$ cat src/rtl/counter_pkg.sv
// Shared constants for the parametrised event counter family.
package counter_pkg;

    localparam int   CNT_WRAP = 0;
    localparam int   CNT_SAT  = 1;

    localparam logic CNT_DOWN = 1'b0;
    localparam logic CNT_UP   = 1'b1;

endpackage

$ cat src/rtl/en_prescaler.sv
// Enable prescaler: emits one step per PRESCALE qualified en cycles.
module en_prescaler #(
    parameter int PRESCALE = 1
) (
    input  logic clock,
    input  logic reset,
    input  logic en,
    input  logic restart,
    output logic step
);

    generate
        if (PRESCALE <= 1) begin : g_pass
            assign step = en & ~restart;
        end else begin : g_div
            localparam int PW = $clog2(PRESCALE);
            localparam logic [PW-1:0] LAST = PW'(PRESCALE - 1);

            logic [PW-1:0] psc_r;

            assign step = en & ~restart & (psc_r == LAST);

            // Phase counter advances only on en cycles; restart discards the phase.
            always_ff @(posedge clock or negedge reset) begin
                if (!reset) begin
                    psc_r <= {PW{1'b0}};
                end else if (restart) begin
                    psc_r <= {PW{1'b0}};
                end else if (en) begin
                    if (psc_r == LAST) begin
                        psc_r <= {PW{1'b0}};
                    end else begin
                        psc_r <= psc_r + {{(PW-1){1'b0}}, 1'b1};
                    end
                end else begin
                    psc_r <= psc_r;
                end
            end
        end
    endgenerate

endmodule

$ cat src/rtl/counter_param.sv
// Parametrised up/down counter with load, wrap/saturate, prescaler,
// terminal-count pulse and sticky overflow.
module counter_param
    import counter_pkg::*;
#(
    parameter int              WIDTH    = 6,
    parameter longint unsigned MAX_VAL  = (64'd1 << WIDTH) - 64'd1,
    parameter int              SATURATE = CNT_WRAP,
    parameter int              PRESCALE = 1
) (
    input  logic             clock,
    input  logic             reset,
    input  logic             en,
    input  logic             up,
    input  logic             clear,
    input  logic             load,
    input  logic [WIDTH-1:0] load_val,
    output logic [WIDTH-1:0] out,
    output logic             tc,
    output logic             overflow,
    output logic             at_max,
    output logic             at_zero
);

    localparam logic [WIDTH:0]   MAX_EXT = (WIDTH+1)'(MAX_VAL);
    localparam logic [WIDTH-1:0] MAX_W   = WIDTH'(MAX_VAL);
    localparam logic [WIDTH-1:0] ZERO_W  = {WIDTH{1'b0}};

    logic [WIDTH-1:0] cnt_r;
    logic             tc_r;
    logic             ovf_r;
    logic             step_s;
    logic             restart_s;
    logic [WIDTH:0]   sum_s;
    logic [WIDTH:0]   diff_s;
    logic [WIDTH-1:0] next_s;
    logic             bound_s;

    function automatic logic [WIDTH-1:0] clamp_to_max(input logic [WIDTH-1:0] v);
        if ({1'b0, v} > MAX_EXT) begin
            return MAX_W;
        end else begin
            return v;
        end
    endfunction

    assign restart_s = clear | load;

    en_prescaler #(
        .PRESCALE (PRESCALE)
    ) u_prescaler (
        .clock   (clock),
        .reset   (reset),
        .en      (en),
        .restart (restart_s),
        .step    (step_s)
    );

    // Next count and boundary detection; carry/borrow of the widened sum mark the edges.
    always_comb begin
        sum_s   = {1'b0, cnt_r} + {{WIDTH{1'b0}}, 1'b1};
        diff_s  = {1'b0, cnt_r} - {{WIDTH{1'b0}}, 1'b1};
        next_s  = cnt_r;
        bound_s = 1'b0;
        if (up == CNT_UP) begin
            if (sum_s > MAX_EXT) begin
                bound_s = 1'b1;
                next_s  = (SATURATE == CNT_SAT) ? MAX_W : ZERO_W;
            end else begin
                next_s  = sum_s[WIDTH-1:0];
            end
        end else begin
            if (diff_s[WIDTH]) begin
                bound_s = 1'b1;
                next_s  = (SATURATE == CNT_SAT) ? ZERO_W : MAX_W;
            end else begin
                next_s  = diff_s[WIDTH-1:0];
            end
        end
    end

    // Count register and boundary flags: clear > load > step > hold.
    always_ff @(posedge clock or negedge reset) begin
        if (!reset) begin
            cnt_r <= ZERO_W;
            tc_r  <= 1'b0;
            ovf_r <= 1'b0;
        end else if (clear) begin
            cnt_r <= ZERO_W;
            tc_r  <= 1'b0;
            ovf_r <= 1'b0;
        end else if (load) begin
            cnt_r <= clamp_to_max(load_val);
            tc_r  <= 1'b0;
            ovf_r <= ovf_r;
        end else if (step_s) begin
            cnt_r <= next_s;
            tc_r  <= bound_s;
            ovf_r <= ovf_r | bound_s;
        end else begin
            cnt_r <= cnt_r;
            tc_r  <= 1'b0;
            ovf_r <= ovf_r;
        end
    end

    assign out      = cnt_r;
    assign tc       = tc_r;
    assign overflow = ovf_r;
    assign at_max   = (cnt_r == MAX_W);
    assign at_zero  = (cnt_r == ZERO_W);

endmodule

$ cat config.mk
export PLATFORM = sky130hd
export DESIGN_NAME = counter_param
export DESIGN_NICKNAME = d
export VERILOG_FILES = /design/src/rtl/counter_pkg.sv /design/src/rtl/en_prescaler.sv /design/src/rtl/counter_param.sv
export SDC_FILE = /design/constraint.sdc
export NUM_CORES = 1
export LEC_CHECK = 0
export ABC_AREA = 0
export CAP_MARGIN = 0
export CORE_MARGIN = 4
export CORE_UTILIZATION = 45
export DETAILED_ROUTE_END_ITERATION = 16
export HOLD_SLACK_MARGIN = 0.02
export PLACE_DENSITY = 0.76
export SYNTH_ARGS = -nofsm -noshare
export SYNTH_HDL_FRONTEND = slang
export SYNTH_HIERARCHICAL = 1
export SYNTH_SLANG_ARGS = --single-unit
$ cat constraint.sdc
create_clock -name clock -period 3.3 [get_ports clock]
set_input_delay 0.33 -clock clock [delete_from_list [all_inputs] [get_ports clock]]
set_output_delay 0.33 -clock clock [all_outputs]
set_load 0.02 [all_outputs]
==> metrics <==
crit-path leading delay family=buffers and inverters; Setup crit end kind=output port; WS Path Type=register to output port; Critical Path Stages=5; clock sink total=8; Synth Area in Compound Gates=between 20% and 30%; Hold WC Path Type=input pin to asynchronous set/reset pin; initial core utilization=approximately 50%; synthesized net count=120; initial drt markers=52; Mapped Avg Cell Area=7.62 um^2; Vias=853; detailed placer's ending HPWL=1.60 mm; aggregate global-route resource usage=18.8%; part of the power in registers=between 30% and 40%; CP max FO=11; Setup-failing EPs final=0; max_cap viols=0; GR Overflow Total=0; FF-to-FF setup slack=1.04 ns; Port Buf Inserts=21; required time worst endpoint=2.97 ns; critical path, cell by cell=ha_1 -> nand2_1 -> or2_2 -> inv_1 -> clkdlybuf4s50_1; first drt pass iteration count=6; Tmin final=2.58 ns; Setup crit start kind=register; hold buffers post-CTS=0; Worst Skew=0.00765 ns; register bit total from synthesis=8; slowest CP cell=clkdlybuf4s50_1; Buf/Inv on CP=2; PD cells=395 mW/mm^2; initial antenna violation count=0; FFs w/ async S/R, synth=100%; Crit. Startpoint=out[0]$_DFFE_PN0P_; Netlist Area Pre-Place=approximately 790 um^2; root buffer cell=clkbuf_4; core area=0.00158 mm^2; CTS H-tree depth=1; Post-Route WL=2.15 mm; Arrival @ worst endpoint=2.25 ns; total power=399 uW; Clock transition at path regs=approximately 0.070 ns; DRT antenna net count=0; NetSw=165 uW; largest family of logic cells by synthesized area=compound AO/OA/AOI/OAI gates; Die Width=50.0 um; # diodes=0; simple-gate share of the synthesized area=26.7%; Netlist cell types=38; final period utilization=78.2%; post-synthesis mux area share=0%; Routed WL per cell=15.6 um; worst setup path endpoint=at_max; worst skew pair latency=0.27 ns; Net Sw Frac=41.3%; Clock power frac=20.8%; status=finished clean; Post-CTS Setup Bufs=0; final core occ=64.2%; Syn. warnings=6; EDFF count, synth=0; startpoint of the worst register-to-register path=out[0]$_DFFE_PN0P_; Synth Area in XOR/XNOR=2.21%; Post-synth top flop=dfrtp_1; vias per cell=6.18; gpl congestion=0.920; layout cell share with drive strength beyond 1=8.20%; Post-Synth Adder-Cell Area=7.74%; area grow syn2layout=27.8%; PnR worst setup slack=0.720 ns; DRC Markers=0; Worst-Margin Slew=~0.55 ns; setup TNS=0 ns; clock buffer depth=2; Worst Setup Slack post-DPL=1.04 ns; VDD IR max=roughly 0.00026 V; Die ar.=0.00250 mm^2; Max-slew headroom=62.9%; nets=140; TritonCTS Buffers=3; Max Clock Freq=388 MHz; Synth area leader=dfrtp_1; FF-to-FF path depth=7; P_int=around 230 uW; Max Slew Vio Count=0; RR Endpoint=out[2]$_DFFE_PN0P_; largest net degree at the start of global routing=14; Lkg Pwr=0.000423 uW; global-route wire length before repair=about 3.6 mm; Worst path max stage delay=0.59 ns; num rows=14; vias in the first global route=790; post-synthesis cell count=104; CTS-repair resized insts=0; Seq/Total Area, Yosys=about a quarter; RSZ-0062 raised after global routing=false; clock tree from TritonCTS=yes; I/O Pins=22; Synth area leaders=dfrtp_1 25%, ha_1 6.3%, inv_1 5.2%; height of the die=50.0 um; top-area cell type share of the netlist area=25.3%; Final Hold Viols=0; Gate power share=44.2%
==> metal layers <==
layer | global-route usage (%) | vias to the layer above | wire (um)
met5 | 0 | - | 0
met4 | 5.53 | 0 | 42
met3 | 3.92 | 7 | 174
met2 | 30.8 | 54 | 968
met1 | 24.7 | 379 | 964
li1 | - | 413 | -
==> power by group through the flow <==
stage | clock network (uW) | registers [uW] | logic (uW)
after floorplan | 0 | 137 | 117
after global placement | 0 | 140 | 175
after detailed placement | 0 | 141 | 174
after CTS | 84.0 | 139 | 175
after global routing | 87.3 | 143 | 194
final | 82.9 | 140 | 177
==> worst min path at each step <==
stage                           end  cells after the start  slack, ns            startpoint
6_report         out[3]$_DFFE_PN0P_                      1       0.36                 reset
5_1_grt          out[3]$_DFFE_PN0P_                      1       0.38                 reset
4_1_cts          out[3]$_DFFE_PN0P_                      1       0.37                 reset
3_5_place_dp   overflow$_DFFE_PN0P_                      1       0.48  overflow$_DFFE_PN0P_
3_3_place_gp   overflow$_DFFE_PN0P_                      1       0.47  overflow$_DFFE_PN0P_
2_1_floorplan    out[0]$_DFFE_PN0P_                      0       0.03                 reset
==> Yosys cell counts (all sizes together) (2+ instances only) <==
cell type   n
nand3       4
o2bb2ai     2
dfrtp       8
nand3b      2
inv        11
nor2        8
nor3        6
clkbuf      3
buf         3
a31oi       5
o21ai       6
xor2        2
nor4        2
or3         2
nand2       8
nand2b      2
nor2b       2
a21oi       8
ha          4
==> cell type report <==
type                    instances  area (um^2)
flip-flops and latches          8          200
fillers                       143          564
inverters                      11         41.3
repair buffers                 21          210
well taps                      16         20.0
multi-input cells              79          518
clock buffers                   3         22.5
==> layout by cell type (no fill, tap or decap), types with 2 or more instances in the layout <==
cell | synthesis | final
clkdlybuf4s50_1 | 0 | 21
inv_1 | 11 | 11
nor2_1 | 8 | 8
nand2_1 | 8 | 8
a21oi_1 | 8 | 8
dfrtp_1 | 8 | 8
nor3_1 | 6 | 6
o21ai_0 | 6 | 6
a31oi_1 | 5 | 5
nand3_1 | 4 | 4
ha_1 | 4 | 4
clkbuf_4 | 0 | 3
nand3b_1 | 2 | 2
or3_1 | 2 | 2
nor4_1 | 2 | 2
o2bb2ai_1 | 2 | 2
xor2_1 | 2 | 2
==> sequential cells by signal (all words and copies together) (netlist names) <==
register / flops
tc: 1
overflow: 1
out: 6
==> cell families after synthesis <==
kind of cell	after synthesis
buffers and inverters	17
AOI/OAI and AO/OA	33
adders and majority gates	5
and+or+nand+nor	39
DFF	8
xor gates and xnor gates	2
==> per-stage QoR <==
| stage | hold WS, ns | std cells | instance area [um^2] |
|---|---|---|---|
| floorplan | 0.0344 | 104 | 792 |
| CTS | 0.368 | 138 | 1010 |
| global route | 0.381 | 138 | 1010 |
| finish | 0.363 | 138 | 1010 |
| detailed placement | 0.484 | 135 | 990 |
| global placement | 0.474 | 135 | 990 |
Note: power is estimated with default switching activity, not from simulation.
